==> config.mk <==
export PLATFORM = sky130hd
export DESIGN_NAME = program_loader
export DESIGN_NICKNAME = d
export VERILOG_FILES = /design/src/rtl/program_loader.sv
export SDC_FILE = /design/constraint.sdc
export NUM_CORES = 1
export LEC_CHECK = 0
export ABC_AREA = 1
export CAP_MARGIN = 20
export CELL_PAD_IN_SITES_DETAIL_PLACEMENT = 1
export CELL_PAD_IN_SITES_GLOBAL_PLACEMENT = 1
export CORE_ASPECT_RATIO = 0.7
export CORE_MARGIN = 4
export CORE_UTILIZATION = 29
export CTS_CLUSTER_DIAMETER = 150
export DETAILED_ROUTE_END_ITERATION = 8
export GPL_ROUTABILITY_DRIVEN = 0
export MAX_ROUTING_LAYER = met4
export PLACE_DENSITY = 0.56
export SLEW_MARGIN = 20
export SYNTH_ARGS = -nofsm -noshare
export SYNTH_HDL_FRONTEND = slang
export SYNTH_SLANG_ARGS = --single-unit
==> constraint.sdc <==
create_clock -name clk -period 2.2 [get_ports clk]
set_input_delay 0.44 -clock clk [delete_from_list [all_inputs] [get_ports clk]]
set_output_delay 0.44 -clock clk [all_outputs]
set_load 0.01 [all_outputs]
==> src/rtl/program_loader.sv <==
// program_loader: receives a byte-serial program image, writes it into
// instruction memory word by word and then releases the core from reset.
//
// Stream: LEN_HI, LEN_LO (N words), N x 4 data bytes (big-endian),
// then one checksum byte equal to the XOR of all data bytes.
//
// Handshake: a byte moves on a rising clk edge where in_valid and in_ready
// are both 1. in_ready depends only on the FSM state. The sender may hold
// in_valid low for any number of cycles between bytes.
//
// Ports:
//   clk, reset           - clock and synchronous active-high reset
//   in_valid, in_data    - byte stream input
//   in_ready             - loader can accept a byte
//   imem_we/addr/wdata   - instruction memory write port (one strobe per word)
//   core_reset           - reset to the core; low only while running
//   done                 - load completed, core running
//   error                - load failed (sticky until reset)
//   state_dbg            - current FSM state encoding
module program_loader #(
  parameter int ADDR_W     = 10,
  parameter int RESET_HOLD = 4
) (
  input  logic              clk,
  input  logic              reset,
  input  logic              in_valid,
  input  logic [7:0]        in_data,
  output logic              in_ready,
  output logic              imem_we,
  output logic [ADDR_W-1:0] imem_addr,
  output logic [31:0]       imem_wdata,
  output logic              core_reset,
  output logic              done,
  output logic              error,
  output logic [2:0]        state_dbg
);

  typedef enum logic [2:0] {
    LEN_HI  = 3'd0,
    LEN_LO  = 3'd1,
    DATA    = 3'd2,
    CSUM    = 3'd3,
    RELEASE = 3'd4,
    RUN     = 3'd5,
    ERR     = 3'd6
  } state_t;

  // Largest word count that fits the memory; 17 bits so 2**16 is representable.
  localparam logic [16:0] MAX_WORDS = 17'(2 ** ADDR_W);
  localparam logic [15:0] HOLD_LAST = 16'(RESET_HOLD - 1);

  state_t              state_q, state_d;
  logic [15:0]         len_q, len_d;
  logic [15:0]         word_idx_q, word_idx_d;
  logic [1:0]          byte_cnt_q, byte_cnt_d;
  logic [23:0]         word_q, word_d;       // first three bytes of the word
  logic [7:0]          csum_q, csum_d;
  logic [15:0]         hold_q, hold_d;
  logic                in_ready_q, in_ready_d;
  logic                imem_we_q, imem_we_d;
  logic [ADDR_W-1:0]   imem_addr_q, imem_addr_d;
  logic [31:0]         imem_wdata_q, imem_wdata_d;
  logic                core_reset_q, core_reset_d;
  logic                done_q, done_d;
  logic                error_q, error_d;
  logic                xfer;
  logic [15:0]         len_new;

  assign xfer    = in_valid && in_ready_q;
  assign len_new = {len_q[15:8], in_data};

  always_comb begin
    state_d      = state_q;
    len_d        = len_q;
    word_idx_d   = word_idx_q;
    byte_cnt_d   = byte_cnt_q;
    word_d       = word_q;
    csum_d       = csum_q;
    hold_d       = hold_q;
    imem_we_d    = 1'b0;
    imem_addr_d  = imem_addr_q;
    imem_wdata_d = imem_wdata_q;

    case (state_q)
      LEN_HI: begin
        if (xfer) begin
          len_d   = {in_data, 8'h00};
          state_d = LEN_LO;
        end
      end
      LEN_LO: begin
        if (xfer) begin
          len_d      = len_new;
          word_idx_d = '0;
          byte_cnt_d = '0;
          csum_d     = '0;
          if (len_new == 16'd0 || {1'b0, len_new} > MAX_WORDS) state_d = ERR;
          else                                                  state_d = DATA;
        end
      end
      DATA: begin
        if (xfer) begin
          word_d     = {word_q[15:0], in_data};
          csum_d     = csum_q ^ in_data;
          byte_cnt_d = byte_cnt_q + 2'd1;
          if (byte_cnt_q == 2'd3) begin
            imem_we_d    = 1'b1;
            imem_addr_d  = word_idx_q[ADDR_W-1:0];
            imem_wdata_d = {word_q, in_data};
            word_idx_d   = word_idx_q + 16'd1;
            // Leave DATA on the same edge that raises the final write strobe.
            if (word_idx_q == len_q - 16'd1) state_d = CSUM;
          end
        end
      end
      CSUM: begin
        if (xfer) begin
          hold_d  = '0;
          state_d = (in_data == csum_q) ? RELEASE : ERR;
        end
      end
      RELEASE: begin
        if (hold_q == HOLD_LAST) state_d = RUN;
        else                     hold_d  = hold_q + 16'd1;
      end
      default: ;  // RUN and ERR are terminal until reset
    endcase

    // in_ready tracks the state being entered so it never accepts a byte
    // in a state that cannot consume it.
    in_ready_d   = (state_d == LEN_HI) || (state_d == LEN_LO) ||
                   (state_d == DATA)   || (state_d == CSUM);
    // Status outputs follow the registered state one cycle later, so the
    // core sees reset drop RESET_HOLD+1 cycles after the checksum byte.
    core_reset_d = (state_q != RUN);
    done_d       = (state_q == RUN);
    error_d      = (state_q == ERR);
  end

  always_ff @(posedge clk) begin
    if (reset) begin
      state_q      <= LEN_HI;
      len_q        <= '0;
      word_idx_q   <= '0;
      byte_cnt_q   <= '0;
      word_q       <= '0;
      csum_q       <= '0;
      hold_q       <= '0;
      in_ready_q   <= 1'b0;
      imem_we_q    <= 1'b0;
      imem_addr_q  <= '0;
      imem_wdata_q <= '0;
      core_reset_q <= 1'b1;
      done_q       <= 1'b0;
      error_q      <= 1'b0;
    end else begin
      state_q      <= state_d;
      len_q        <= len_d;
      word_idx_q   <= word_idx_d;
      byte_cnt_q   <= byte_cnt_d;
      word_q       <= word_d;
      csum_q       <= csum_d;
      hold_q       <= hold_d;
      in_ready_q   <= in_ready_d;
      imem_we_q    <= imem_we_d;
      imem_addr_q  <= imem_addr_d;
      imem_wdata_q <= imem_wdata_d;
      core_reset_q <= core_reset_d;
      done_q       <= done_d;
      error_q      <= error_d;
    end
  end

  assign in_ready   = in_ready_q;
  assign imem_we    = imem_we_q;
  assign imem_addr  = imem_addr_q;
  assign imem_wdata = imem_wdata_q;
  assign core_reset = core_reset_q;
  assign done       = done_q;
  assign error      = error_q;
  assign state_dbg  = state_q;

endmodule
=== After elaboration in Yosys (flattened, before gate mapping) ===
Cells that the tools add are included.

* Register bits: 132
* Input bits: 11
* Output and inout bits: 50
* Word-level logic and storage cells: 89

* $add $sub $neg: 4
* Order comparisons: 1
* Equal/unequal tests: 20
* Multiplexer cells: 26
* Bitwise gates (word level): 4
* Reductions and logical operators: 19

{| class="wikitable"
|+ Operators with widths
! kind !! count
|-
| $pmux W16 S2 || 3
|-
| $mux W16 || 5
|-
| $add A16 B1 Y16 const B || 2
|-
| $mux W3 || 8
|-
| $mux W8 || 3
|-
| $eq A16 B16 Y1 || 1
|-
| $eq A16 B2 Y1 const B || 1
|-
| $gt A16 B11 Y1 const B || 1
|-
| $logic_not A16 Y1 || 1
|-
| $pmux W8 S2 || 1
|-
| $sub A16 B1 Y16 const B || 1
|-
| $pmux W3 S5 || 1
|-
| $reduce_and A3 Y1 || 5
|-
| $eq A3 B2 Y1 const B || 4
|-
| $ne A2 B2 Y1 const B || 6
|-
| $eq A3 B3 Y1 const B || 3
|-
| $eq A8 B8 Y1 || 1
|-
| $xor A8 B8 Y8 || 1
|-
| $eq A3 B1 Y1 const B || 2
|-
| $logic_not A3 Y1 || 2
|-
| $mux W2 || 3
|-
| $reduce_bool A2 Y1 || 3
|-
| $logic_or A1 B1 Y1 || 4
|-
| $pmux W2 S2 || 1
|-
| 9 further kinds || 11
|}

=== Logic depth before layout (Yosys ltp) ===
* Depth after elaboration: 10
* Depth in mapped cells: 12
* Mapped depth without buffers: 12

=== Least setup slack after synthesis ===
Ideal clock, no wire load.

* Kind: reg-to-reg
* From: register byte_cnt_q[0]
* To: register word_idx_q[8]
* Setup time: 0.064 ns
* Arrival: 1.634 ns
* Data required time: 2.136 ns
* Setup slack: 0.502 ns
* Stages on the path, launching flop included: 13
* Path buffers: 3
* Period minus slack after synthesis: 1.698 ns
* Cells stage by stage: dfxtp_1 ha_1 buf_2 nand2_1 nor2_4 buf_6 nor2_2 buf_6 nor3_4 nand3_2 o21ai_1 nand2_1 nor2_1

* Word-level cells in the longest chain between the ends: 3

{| class="wikitable"
|+ RTL lines
! element !! line !! RTL
|-
| from (decl) || 55 || <nowiki>logic [1:0] byte_cnt_q, byte_cnt_d;</nowiki>
|-
| from (signal assigned) || 160 || <nowiki>byte_cnt_q <= byte_cnt_d;</nowiki>
|-
| $eq A2 B2 Y1 || 106 || <nowiki>if (byte_cnt_q == 2'd3) begin</nowiki>
|-
| $ne A2 B2 Y1 (no line) || -- ||
|-
| $reduce_and A4 Y1 (no line) || -- ||
|-
| to (signal assigned) || 159 || <nowiki>word_idx_q <= word_idx_d;</nowiki>
|-
| to (decl) || 54 || <nowiki>logic [15:0] word_idx_q, word_idx_d;</nowiki>
|}

No other way between the ends.
A chain may end at the register's enable or synchronous reset.

=== Worst setup path in the final report ===
* From: register state_q[2] (netlist: state_dbg[2])
* To: output state_dbg[2]

{| class="wikitable"
|+ RTL lines
! element !! line !! RTL
|-
| from (decl) || 52 || <nowiki>state_t state_q, state_d;</nowiki>
|-
| from (signal assigned) || 157 || <nowiki>state_q <= state_d;</nowiki>
|-
| to (decl) || 35 || <nowiki>output logic [2:0] state_dbg</nowiki>
|}

No word-level cell between the ends.

==> out/results.env <==
SYN_AVG_CELL_AREA_UM2=7.132
CTS-BUFFERS-INSERTED=17
WORST_HOLD_PATH_TYPE='primary input to flip-flop'
POSTSYNTHCELLCOUNT=851
ARRIVAL_NS=1.55
DETAILEDROUTE.FIRSTPASSITERATIONCOUNT=4
FRACTION_OF_LAYOUT_INSTANCES_USING_A_DRIVE_STRENGTH_ABOVE_1_PCT=10.59
CTS_TREE='yes'
CTS_NUM_SINKS=132
ROUTE.DETAILED.VIAS_PER_INST=4.950
LARGEST_NET_DEGREE_AT_THE_START_OF_GLOBAL_ROUTING=68
DETAIL-ROUTE-ANTENNA-NETS=0
MAXCAPVIOLCOUNT=0
PLACEABLECOREAREA_UM2=20180
DIE_AREA_UM2=23350
CLOCK_INSERTION_DELAY_WORST_SKEW_NS=0.43
YS_WARN_COUNT=0
CP-START-KIND='flip-flop'
START_UTIL_PCT=30.08
SYNTH.LIB_CELLS_USED.DISTINCT=33
PATH_MAX_FANOUT=7
POWER.DENSITY_CELL_AREA_nW_PER_UM2=741.1
AVGROUTEDWIREPERCELL_UM=17.15
DIE_WIDTH_UM=180.9
CLOCK_TREE.ROOT_CELL='sky130_fd_sc_hd__clkbuf_16'
CLK_PATH_BUF_DEPTH=2
WORST-ENDPOINT-REQUIRED_NS=1.76
TIGHTEST_SLEW_NS=0.6067
SYNTHESIS.AREA_UM2=6070
IO_BUFFERS=60
FIN_CRIT_NS=1.985
AREA_OVERHEAD_OF_THE_LAYOUT_RELATIVE_TO_SYNTHESIS_PCT=27.05
GRT_REMAINING_OVERFLOW=0
FIRST_GLOBAL_VIAS=6089
CRITICAL-PATH-TOP-DELAY-FAMILY='buffers and inverters'
STATUS='complete, no violations'
CTS_MAX_LEVEL=4
UNREPAIRED_SETUP_ENDPOINTS_AFTER_GLOBAL_ROUTING='false'
VIAS=6014
MAX_FREQ_GHz=0.5038
DRT_ITER0_MARKERS=366
LAYOUT.CELLS.MOST_COMMON_LIST='138 x sky130_fd_sc_hd__nand2_1, 132 x sky130_fd_sc_hd__dfxtp_1, 122 x sky130_fd_sc_hd__nor2_1'
NUM_ROWS=43
FIN_CRIT_SH_PCT=90.23
CRITICAL_PATH.CELL_CHAIN='clkdlybuf4s50_1'
SLEW_VIOL_FINAL=0
POSTSYNTHREGISTERBITS=132
CRITICAL_PATH_BUF_INV_COUNT=1
REPORT.FINAL.SETUP_VIOL=0
WORST_SLEW_MARGIN_REL_PCT=59.51
SETUP.WORST_PATH.END_CLASS='output port'
LAYOUT_COMMONEST_CELL='sky130_fd_sc_hd__nand2_1'
CTS-HOLD-FIX-BUFFERS=0
POSTSYNTHNETCOUNT=866
PATH_CLK_SLEW_NS=0.07
P_LEAK_nW=3.070
REMAINING_DRC_ERRORS=0
SHARE_OF_THE_YOSYS_CHIP_AREA_BELONGING_TO_REGISTERS_PCT=43.54
DP_HPWL_UM=15370
CRITICAL_PATH.SLOWEST_CELL='sky130_fd_sc_hd__clkdlybuf4s50_1'
GR-USAGE-ALL-LAYERS_PCT=18.48
FINAL_NETS=946
POSTLAYOUTCELLAREA_UM2=7711
FINAL_SUM_OF_NEGATIVE_SETUP_SLACK_NS=0
REPORT.FINAL.HOLD_VIOL_COUNT=0
FIN_WORST_SKEW_NS=0.01934
IO-PIN-COUNT=61
WORST-SETUP-PATH-TYPE='flip-flop to output port'
ANTENNA_FOUND_INITIAL=1
IRDROPWORSTVDD_uV=432.0
FLOORPLAN.DIE.HEIGHT_UM=129.0
GRT_PASS1_WL_UM=33580
CPPEAKSTAGEDELAY_NS=0.61
DRT-TOTAL-WL_UM=20840
DPL-INSTANCE-AREA_UM2=7136
[registers in the layout (all words and copies together) (netlist names)]
signal and flops:
byte_cnt_q 2, core_reset 1, csum_q 8, done 1
error 1, hold_q 16, imem_addr 10, imem_wdata 32
imem_we 1, in_ready 1, len_q 16, state_dbg 3
word_idx_q 16, word_q 24
[worst reg2reg max path, delay by kind of cell (launching register included)]
| family | cells | cell delay (ns) |
|---|---|---|
| buffers and inverters | 1 | 0.16 |
| AOI/OAI and AO/OA | 1 | 0.16 |
| and+or+nand+nor | 7 | 0.99 |
| DFF | 1 | 0.32 |
| adders and majority gates | 1 | 0.28 |
[cell families (layout without fill, tap and decap cells)]
kind of cell,count (synthesis),count (layout),share of synthesized area (%)
flops,132,132,43.54
other cells,0,1,0
fa+ha+maj,4,4,0.8246
compound gates,187,187,16.06
buf+inv,118,211,7.607
xor+xnor,27,27,3.896
simple gates,383,383,28.08
[metal layers]
metal	track usage (%)	wire length (um)	part of all wire, %
met5	-	0	0
met4	5.156	252	1.2
met1	26.95	11130	53
met3	4.068	747	3.6
met2	25.60	8708	42
[stage by stage]
step / total power (W) / setup slack [ns] / instances / util [%] / hold slack, ns
floorplan: 0.002815 / 0.5024 / 851 / - / 0.4331
global placement: 0.002989 / 0.06664 / 1182 / 35.37 / 0.4552
detailed placement: 0.003004 / 0.02661 / 1182 / 35.37 / 0.4642
CTS: 0.005787 / 0.1337 / 1214 / 38.18 / 0.3636
global route: 0.005965 / 0.008742 / 1215 / 38.22 / 0.3727
finish: 0.005715 / 0.2149 / 1215 / 38.22 / 0.3736
[cells in the mapped netlist, drive strengths merged]
cell	instances	area, um2
a211oi	7	52.55
a21oi	75	375.4
a31o	3	26.28
a31oi	1	6.260
buf	6	41.28
clkbuf	29	108.9
clkinv	2	7.510
dfxtp	132	2643
ha	4	50.05
inv	81	304.0
nand2	140	535.5
nand3	52	265.3
nand3b	8	60.06
nand4	19	118.9
nor2	130	520.5
nor3	24	141.4
nor4	4	25.02
o21ai	94	470.5
o22ai	7	43.79
or2	6	37.54
xnor2	9	78.83
xor2	18	157.7
[final cells by class]
class / instances / area (um2)
Antenna cell: 1 / 2.502
Clock buffer: 17 / 425.4
Clock inverter: 15 / 142.6
Fill cell: 2505 / 12460
Inverter: 83 / 311.5
Multi-Input combinational cell: 601 / 2970
Sequential cell: 132 / 2643
Tap cell: 270 / 337.8
Timing Repair Buffer: 96 / 878.3
[report_power, final]
part / leakage (nW) / internal [W] / total, W / switching (W)
sequential: 1.07 / 0.00242 / 0.00246 / 0.0000397
combinational: 1.73 / 0.000178 / 0.000490 / 0.000312
clock: 0.275 / 0.00150 / 0.00276 / 0.00126
[what timing repair did]
item,4_1_cts,5_1_grt
gates resized for setup,0,2
endpoints found under the setup margin,0,1
buffers inserted,0,0
[final timing paths]
path                              startpoint                    endpoint  slack, ns  cells after the start
setup / recovery     state_dbg[2]$_SDFF_PP0_                state_dbg[2]       0.21                      1
hold / removal                         reset     word_q[17]$_SDFFE_PP0P_       0.37                      2
setup reg to reg       len_q[0]$_SDFFE_PP0P_     state_dbg[0]$_SDFF_PP0_       0.21                     10
hold reg to reg   byte_cnt_q[1]$_SDFFE_PP0P_  byte_cnt_q[1]$_SDFFE_PP0P_       0.48                      2
No activity file was read; power rests on OpenSTA's default activity.
